--- config.mk ---
export PLATFORM = sky130hd
export DESIGN_NAME = mips_multicycle_ctrl
export DESIGN_NICKNAME = d
export VERILOG_FILES = /design/src/rtl/mips_multicycle_ctrl.sv
export SDC_FILE = /design/constraint.sdc
export NUM_CORES = 1
export LEC_CHECK = 0
export CAP_MARGIN = 20
export CELL_PAD_IN_SITES_DETAIL_PLACEMENT = 0
export CELL_PAD_IN_SITES_GLOBAL_PLACEMENT = 1
export CORE_MARGIN = 2
export CORE_UTILIZATION = 30
export DETAILED_ROUTE_END_ITERATION = 8
export PLACE_DENSITY = 0.84
export SETUP_SLACK_MARGIN = 0.1
export SYNTH_ARGS = -nofsm -noshare
export SYNTH_HDL_FRONTEND = slang
export SYNTH_SLANG_ARGS = --single-unit
--- constraint.sdc ---
create_clock -name clk -period 1.7 [get_ports clk]
set_clock_uncertainty 0.05 [all_clocks]
set_input_delay 0.17 -clock clk [delete_from_list [all_inputs] [get_ports clk]]
set_output_delay 0.17 -clock clk [all_outputs]
set_load 0.005 [all_outputs]
--- src/rtl/mips_multicycle_ctrl.sv ---
// mips_multicycle_ctrl: multi-cycle control FSM sequencing the MIPS datapath (FETCH/DECODE/EXEC/MEM/WB/TRAP).
// Optional macro RETIRE_COUNT_EN adds a 32-bit retired-instruction counter output.
module mips_multicycle_ctrl #(
  parameter int MEM_TIMEOUT = 15,
  parameter int CNT_W       = 8
) (
  input  logic        clk,
  input  logic        rst,
  input  logic        instr_valid,
  output logic        instr_ready,
  input  logic [31:0] instruction,
  input  logic        mem_ready,
  input  logic        Zero,
  output logic        IRWrite,
  output logic        PCWrite,
  output logic        PCSrc,
  output logic        ALUScr,
  output logic        RegDst,
  output logic        RegWrite,
  output logic [3:0]  ALUControl,
  output logic        MemRead,
  output logic        MemWrite,
  output logic        MemToReg,
  output logic        busy,
  output logic        illegal,
  output logic        mem_fault
`ifdef RETIRE_COUNT_EN
  ,
  output logic [31:0] retired
`endif
);

  localparam logic [3:0] ALU_ADD = 4'b0010;
  localparam logic [3:0] ALU_SUB = 4'b0110;
  localparam logic [3:0] ALU_AND = 4'b0000;
  localparam logic [3:0] ALU_OR  = 4'b0001;
  localparam logic [3:0] ALU_SLT = 4'b0111;

  typedef enum logic [2:0] {S_FETCH, S_DECODE, S_EXEC, S_MEM, S_WB, S_TRAP} state_t;
  typedef enum logic [2:0] {OP_ILL, OP_R, OP_ADDI, OP_LW, OP_SW, OP_BEQ} op_t;

  state_t           state;
  state_t           state_next;
  op_t              op;
  logic [5:0]       opcode;
  logic [5:0]       funct;
  logic [3:0]       r_alu;
  logic             r_ok;
  logic [CNT_W-1:0] wait_cnt;
  logic [CNT_W-1:0] wait_cnt_inc;
  logic             accept;
  logic             mem_timeout;
  logic             unused_instr_bits;

  // Only opcode and funct are kept; the register/immediate fields go straight to the datapath.
  assign unused_instr_bits = ^instruction[25:6];

  assign instr_ready  = rst && (state == S_FETCH);
  assign accept       = instr_ready && instr_valid;
  assign IRWrite      = accept;
  assign busy         = (state != S_FETCH) && (state != S_TRAP);
  assign wait_cnt_inc = wait_cnt + 1'b1;
  // Timeout only when the final allowed MEM cycle also lacks mem_ready, so completion wins a tie.
  assign mem_timeout  = !mem_ready && (wait_cnt_inc == CNT_W'(MEM_TIMEOUT));

  always_comb begin
    r_ok  = 1'b1;
    r_alu = ALU_ADD;
    case (funct)
      6'h20:   r_alu = ALU_ADD;
      6'h22:   r_alu = ALU_SUB;
      6'h24:   r_alu = ALU_AND;
      6'h25:   r_alu = ALU_OR;
      6'h2A:   r_alu = ALU_SLT;
      default: r_ok  = 1'b0;
    endcase
    op = OP_ILL;
    case (opcode)
      6'h00:   op = r_ok ? OP_R : OP_ILL;
      6'h08:   op = OP_ADDI;
      6'h23:   op = OP_LW;
      6'h2B:   op = OP_SW;
      6'h04:   op = OP_BEQ;
      default: op = OP_ILL;
    endcase
  end

  always_comb begin
    state_next = state;
    PCWrite    = 1'b0;
    PCSrc      = 1'b0;
    ALUScr     = 1'b0;
    RegDst     = 1'b0;
    RegWrite   = 1'b0;
    ALUControl = 4'b0000;
    MemRead    = 1'b0;
    MemWrite   = 1'b0;
    MemToReg   = 1'b0;
    case (state)
      S_FETCH: begin
        if (accept) state_next = S_DECODE;
      end
      S_DECODE: begin
        PCWrite    = 1'b1;
        state_next = (op == OP_ILL) ? S_TRAP : S_EXEC;
      end
      S_EXEC: begin
        case (op)
          OP_R: begin
            ALUControl = r_alu;
            state_next = S_WB;
          end
          OP_ADDI: begin
            ALUScr     = 1'b1;
            ALUControl = ALU_ADD;
            state_next = S_WB;
          end
          OP_LW, OP_SW: begin
            ALUScr     = 1'b1;
            ALUControl = ALU_ADD;
            state_next = S_MEM;
          end
          OP_BEQ: begin
            ALUControl = ALU_SUB;
            PCSrc      = 1'b1;
            PCWrite    = Zero;
            state_next = S_FETCH;
          end
          default: state_next = S_TRAP;
        endcase
      end
      S_MEM: begin
        ALUScr     = 1'b1;
        ALUControl = ALU_ADD;
        MemRead    = (op == OP_LW);
        MemWrite   = (op == OP_SW);
        if (mem_ready)        state_next = (op == OP_LW) ? S_WB : S_FETCH;
        else if (mem_timeout) state_next = S_TRAP;
      end
      S_WB: begin
        RegWrite   = 1'b1;
        state_next = S_FETCH;
        case (op)
          OP_R: begin
            RegDst     = 1'b1;
            ALUControl = r_alu;
          end
          OP_ADDI: begin
            ALUScr     = 1'b1;
            ALUControl = ALU_ADD;
          end
          default: begin
            ALUScr     = 1'b1;
            ALUControl = ALU_ADD;
            MemToReg   = 1'b1;
          end
        endcase
      end
      default: state_next = S_TRAP;
    endcase
  end

  always_ff @(posedge clk or negedge rst) begin
    if (!rst) begin
      state     <= S_FETCH;
      opcode    <= '0;
      funct     <= '0;
      wait_cnt  <= '0;
      illegal   <= 1'b0;
      mem_fault <= 1'b0;
    end else begin
      state <= state_next;
      if (accept) begin
        opcode <= instruction[31:26];
        funct  <= instruction[5:0];
      end
      if (state == S_EXEC)                    wait_cnt <= '0;
      else if (state == S_MEM && !mem_ready)  wait_cnt <= wait_cnt_inc;
      if (state == S_DECODE && op == OP_ILL)  illegal   <= 1'b1;
      if (state == S_MEM && mem_timeout)      mem_fault <= 1'b1;
    end
  end

`ifdef RETIRE_COUNT_EN
  logic retire_pulse;

  // An instruction retires on its final productive cycle; trapped instructions never reach one.
  assign retire_pulse = (state == S_WB) ||
                        (state == S_MEM && op == OP_SW && mem_ready) ||
                        (state == S_EXEC && op == OP_BEQ);

  always_ff @(posedge clk or negedge rst) begin
    if (!rst)              retired <= '0;
    else if (retire_pulse) retired <= retired + 32'd1;
  end
`endif

endmodule

Word-level counts from Yosys, hierarchy flattened:

Index checks and enable logic that the tools add are counted.

* bits in registers: 25
* latch bits: 0
* RAM bits: 0
* memory bits (read-only): 0
* bits of input ports: 37
* output and inout bits: 17
* word-level logic and storage cells: 77
* memories: 0

* add/subtract/negate cells: 1
* multipliers: 0
* divide/modulo/power cells: 0
* $lt $le $gt $ge: 0
* equal/unequal tests: 22
* shifts and indexed selects: 0
* muxes and demuxes: 30
* bitwise operators: 0
* reductions and logical operators: 18

Operator list (number)
* 6-bit equality test, second input constant: 7
* 3-bit one-hot mux with 5 select lines: 2
* 4-bit one-hot mux with 3 select lines: 2
* 8-bit 2-to-1 mux: 2
* 3-bit 2-to-1 mux: 5
* 1-bit 2-to-1 mux: 14
* 3-bit by 2-bit equality test with 1-bit output, second input constant: 4
* 3-bit one-hot mux with 4 select lines: 1
* 3-bit equality test, second input constant: 3
* 3-bit one-hot mux with 3 select lines: 1
* 8-bit by 1-bit adder with 8-bit output, second input constant: 1
* 8-bit by 4-bit equality test with 1-bit output, second input constant: 1
* 1-bit logical AND: 7
* 3-bit by 1-bit equality test with 1-bit output, second input constant: 2
* 6-bit by 3-bit equality test with 1-bit output, second input constant: 1
* 6-bit by 4-bit equality test with 1-bit output, second input constant: 1
* 3-bit logical NOT: 2
* 6-bit logical NOT: 1
* 3-bit != test, second input constant: 2
* 5-bit OR reduction: 1
* 4-bit 2-to-1 mux: 1
* 2-bit OR reduction: 2
* 1-bit one-hot mux with 3 select lines: 1
* 3-bit nonzero test: 1
* other kinds (6): 6

Longest topological paths before layout:

* depth after elaboration: 9
* mapped depth: 7
* gate-level depth less buffers: 7

Worst setup path before layout:

OpenSTA, ideal clock, no wires.

* path type: reg-to-reg
* start: register wait_cnt[0]
* end: register state[1]
* library setup time: 0.126 ns
* arrival: 1.548 ns
* required time: 1.524 ns
* setup slack: -0.025 ns
* cell stages (with the launch flop): 7
* path buffers: 0
* clock period less this slack: 1.725 ns
* cells stage by stage: dfrtp_1 ha_1 and3_2 nand3_2 a211o_1 nor2b_4 a221o_1

* longest elaborated chain between the ends: 5

RTL lines
* from (decl): RTL line 49 `logic [CNT_W-1:0] wait_cnt;`
* from (signal assigned): RTL line 178 `else if (state == S_MEM && !mem_ready) wait_cnt <= wait_cnt_inc;`
* 8-bit by 1-bit adder with 8-bit output: RTL line 62 `assign wait_cnt_inc = wait_cnt + 1'b1;`
* 8-bit by 4-bit equality test with 1-bit output: RTL line 64 `assign mem_timeout = !mem_ready && (wait_cnt_inc == CNT_W'(MEM_TIMEOUT));`
* 1-bit logical AND: RTL line 64
* 3-bit != test (no source line)
* 2-bit AND reduction (no source line)
* to (signal assigned): RTL line 172 `state <= state_next;`
* to (decl): RTL line 42 `state_t state;`

No other way between the ends.
A chain may end at the register's enable or synchronous reset.

Worst setup path in the final report:

* start: register opcode[5]
* end: output ALUControl[2]

* longest elaborated chain between the ends: 6
* elaborated cells on any way between the ends: 15
* classes of those cells: eq/ne: 9; mux: 4; reduce/logical: 2

RTL lines
* from (decl): RTL line 45 `logic [5:0] opcode;`
* from (signal assigned): RTL line 174 `opcode <= instruction[31:26];`
* 6-bit by 3-bit equality test with 1-bit output (tied with other cells): RTL line 78 `case (opcode)`
* 3-bit one-hot mux with 5 select lines (*): RTL line 78
* 3-bit by 2-bit equality test with 1-bit output / 3-bit equality test (equally long branches): RTL line 108 `case (op)`
* 3-bit OR reduction (no source line)
* 4-bit one-hot mux with 3 select lines: RTL line 108
* 4-bit one-hot mux with 3 select lines (*): RTL line 99 `case (state)`
* to (decl): RTL line 20 `output logic [3:0] ALUControl,`

Every way passes the cells marked *; elsewhere a longest branch is shown, timed or not.

==> flow_metrics.env <==
export IMPL_grt_start_max_net_pins=20
export IMPL_min_path_type="input pin to async pin"
export IMPL_rsz0062_at_grt="yes"
export IMPL_routabilityCongestion=0.797
export IMPL_synthDistinctLibCells=51
export IMPL_cts_sinks=25
export IMPL_fin_crit_ns=2.21
export IMPL_setup_slack_ns=-0.505
export IMPL_hold_ws_ns=0.261
export IMPL_crit_path_end_kind="primary output"
export IMPL_die_h_um=76.6
export IMPL_setup_tns_ns=-4.11
export IMPL_violations="negative setup slack"
export IMPL_antenna_cells=0
export IMPL_cts_htree_levels=1
export IMPL_status="complete, but fails checks"
export IMPL_die_x_um=76.6
export IMPL_power_density_nw_per_um2=1210
export IMPL_critPathArrivalTime_ns=1.99
export IMPL_wl_per_cell_um=16.6
export IMPL_syn_instance_count=161
export IMPL_leakage_nw=1.44
export IMPL_drt_iter0_drc=109
export IMPL_critPathSlowestCell="dfrtp_2"
export IMPL_syn_to_final_growth_pct=98.8
export IMPL_setup_viol=23
export IMPL_synthMuxAreaShare_pct=8.47
export IMPL_final_common_cell="buf_4"
export IMPL_clk_pin_slew_ns=0.09
export IMPL_yosysSeqAreaShare_pct=39.6
export IMPL_synth_area_um2=1580
export IMPL_worstSetupStartpointType="flop"
export IMPL_synth_compound_area_share_pct=17.5
export IMPL_synth_net_count=200
export IMPL_synthAdderAreaFrac_pct=1.58
export IMPL_worstPathMaxFanout=3
export IMPL_core_area_um2=5110
export IMPL_vias=1743
export IMPL_antenna_found_initial=0
export IMPL_nFillCells=390
export IMPL_wirelength_mm=5.88
export IMPL_drv_cap=0
export IMPL_period_share_pct=130
export IMPL_synth_top_family_by_area="simple AND/OR/NAND/NOR gates"
export IMPL_cts_buffers=3
export IMPL_total_power_mw=3.80
export IMPL_cp_num_buf_inv=2
export IMPL_hold_viol=0
export IMPL_synthXorXnorAreaFrac_pct=1.66
export IMPL_slew_viol_final=0
export IMPL_track_usage_pct=18.4
export IMPL_grt_pass1_wl_mm=8.62
export IMPL_hpwl_mm=3.09
export IMPL_drcViolationCount=0
export IMPL_rows=26
export IMPL_clockBufferDepth=2
export IMPL_cp_cell_sequence="nor3_4 > o2111ai_4 > nand3b_1 > buf_6 > o22ai_4 > a21o_1 > buf_2"
export IMPL_place_ws_ns=-0.509
export IMPL_drive_gt1_share_pct=63.0
export IMPL_postSynth_asyncResetShare_pct=100
export IMPL_path_class="flop to primary output"
export IMPL_vias_per_cell=4.92
export IMPL_synth_ff_type="dfrtp_1"
export IMPL_yosys_area_share_simple_pct=26.1
export IMPL_final_net_count=324
export IMPL_cts_tree="built"
export IMPL_layout_common_cells="59 x buf_4, 32 x buf_6, 22 x dfrtp_1"
export IMPL_max_stage_delay_ns=0.43
export IMPL_cts_root_buf="clkbuf_8"
export IMPL_yosys_warnings=0
export IMPL_fin_util_pct=61.5
export IMPL_avgSynthCellArea_um2=9.82
export IMPL_grt_overflow_total=0
export IMPL_multi_input_area_um2=1200
export IMPL_die_area_um2=5860
export IMPL_drtAntennaViolNets=0
export IMPL_grt_pass1_vias=1786
export IMPL_worstPathRequired_ns=1.48
export IMPL_ys_seq_elements=25
export IMPL_first_pass_iters=4
export IMPL_synth_edf_count=0
export IMPL_io_buffers=32
export IMPL_ir_drop_mv=0.529
export IMPL_pin_count=54
export IMPL_start_util_pct=30.9
export IMPL_max_freq_mhz=454
export IMPL_worstSkewPairLatency_ns=0.27
export IMPL_seq_area_um2=629
export IMPL_cp_top_family="simple AND/OR/NAND/NOR gates"
==> registers in the layout, summed over array words and instances, names as in the netlist <==
name and flops:
state 3, funct 6, opcode 6, mem_fault 1, illegal 1, wait_cnt 8
==> what timing repair did <==
action / in CTS / in global routing
gates resized for setup: 111 / 71
setup endpoints to repair: 28 / 38
setup buffers: 33 / 18
hold buffers: 0 / 0
pin swaps: 21 / 22
cloned: 1 / 0
==> per-stage QoR <==
step	instance area [um^2]	std cells
after floorplan	1600	161
final	3140	354
after detailed placement	2320	305
after global placement	2320	305
after global routing	3140	354
after CTS	2830	341
==> per-layer routing <==
| layer | global-route usage (%) | part of all wire [%] | vias up |
|---|---|---|---|
| li1 | - | - | 827 |
| met1 | 24.5 | 46 | 855 |
| met5 | 0 | 0 | - |
| met4 | 8.00 | 2.3 | 0 |
| met2 | 30.4 | 49 | 50 |
| met3 | 1.54 | 3.0 | 11 |
==> path summary, 6_finish.rpt <==
kind                                            start                      end  slack (ns)  cells after the start
worst max-delay path            opcode[5]$_DFFE_PN0P_            ALUControl[2]       -0.51                      7
worst min-delay path                              rst  wait_cnt[5]$_DFFE_PN0P_        0.26                      2
worst max register to register  opcode[5]$_DFFE_PN0P_     state[2]$_DFFE_PN0P_       -0.21                      8
worst min register to register    illegal$_DFFE_PN0P_      illegal$_DFFE_PN0P_        0.43                      1
max in group asynchronous                         rst     funct[1]$_DFFE_PN0P_        1.11                      2
min in group clk                      instruction[29]    opcode[3]$_DFFE_PN0P_        0.40                      3
==> synthesized netlist by cell type (2+ instances only) <==
cell type,number,area [um^2]
nand2_1,13,48.8
mux2_2,7,78.8
nor4b_1,2,17.5
a21o_1,3,22.5
and2_1,3,18.8
buf_6,3,33.8
o31ai_1,2,15.0
a211oi_1,3,22.5
nand3b_1,2,15.0
buf_4,2,15.0
nand2b_1,5,31.3
o21ai_0,13,65.1
o21bai_1,2,15.0
dfrtp_1,25,626
nor2_1,14,52.6
nor2b_1,3,18.8
clkbuf_1,2,7.51
or2b_1,2,15.0
nand3_1,5,25.0
mux2_4,3,45.0
xor2_1,2,17.5
ha_1,2,25.0
inv_1,4,15.0
o21ai_1,3,15.0
o22ai_1,3,18.8
nor2b_4,2,27.5
and3_1,5,31.3
o21a_1,2,15.0
nor3_1,2,10.0
==> power by group <==
part	leakage [nW]	total (mW)	internal (mW)	switching, mW
Combinational	1.10	2.47	1.42	1.05
Clock	0.0228	0.364	0.168	0.196
Sequential	0.310	0.966	0.785	0.182
==> final cells by class <==
class	count	share of cell area [%]
multi-input combinational	124	38.1
sequential	25	20.0
tap	70	2.79
timing repair buffer	127	37.2
clock buffer	4	1.43
inverter	4	0.478
==> logic make-up after synthesis <==
family / after synthesis
AOI/OAI and AO/OA: 39
other: 1
DFF: 25
buffers and inverters: 12
muxes: 11
xor gates and xnor gates: 3
adders and majority gates: 2
and+or+nand+nor: 68
No activity file was read; power rests on OpenSTA's default activity.
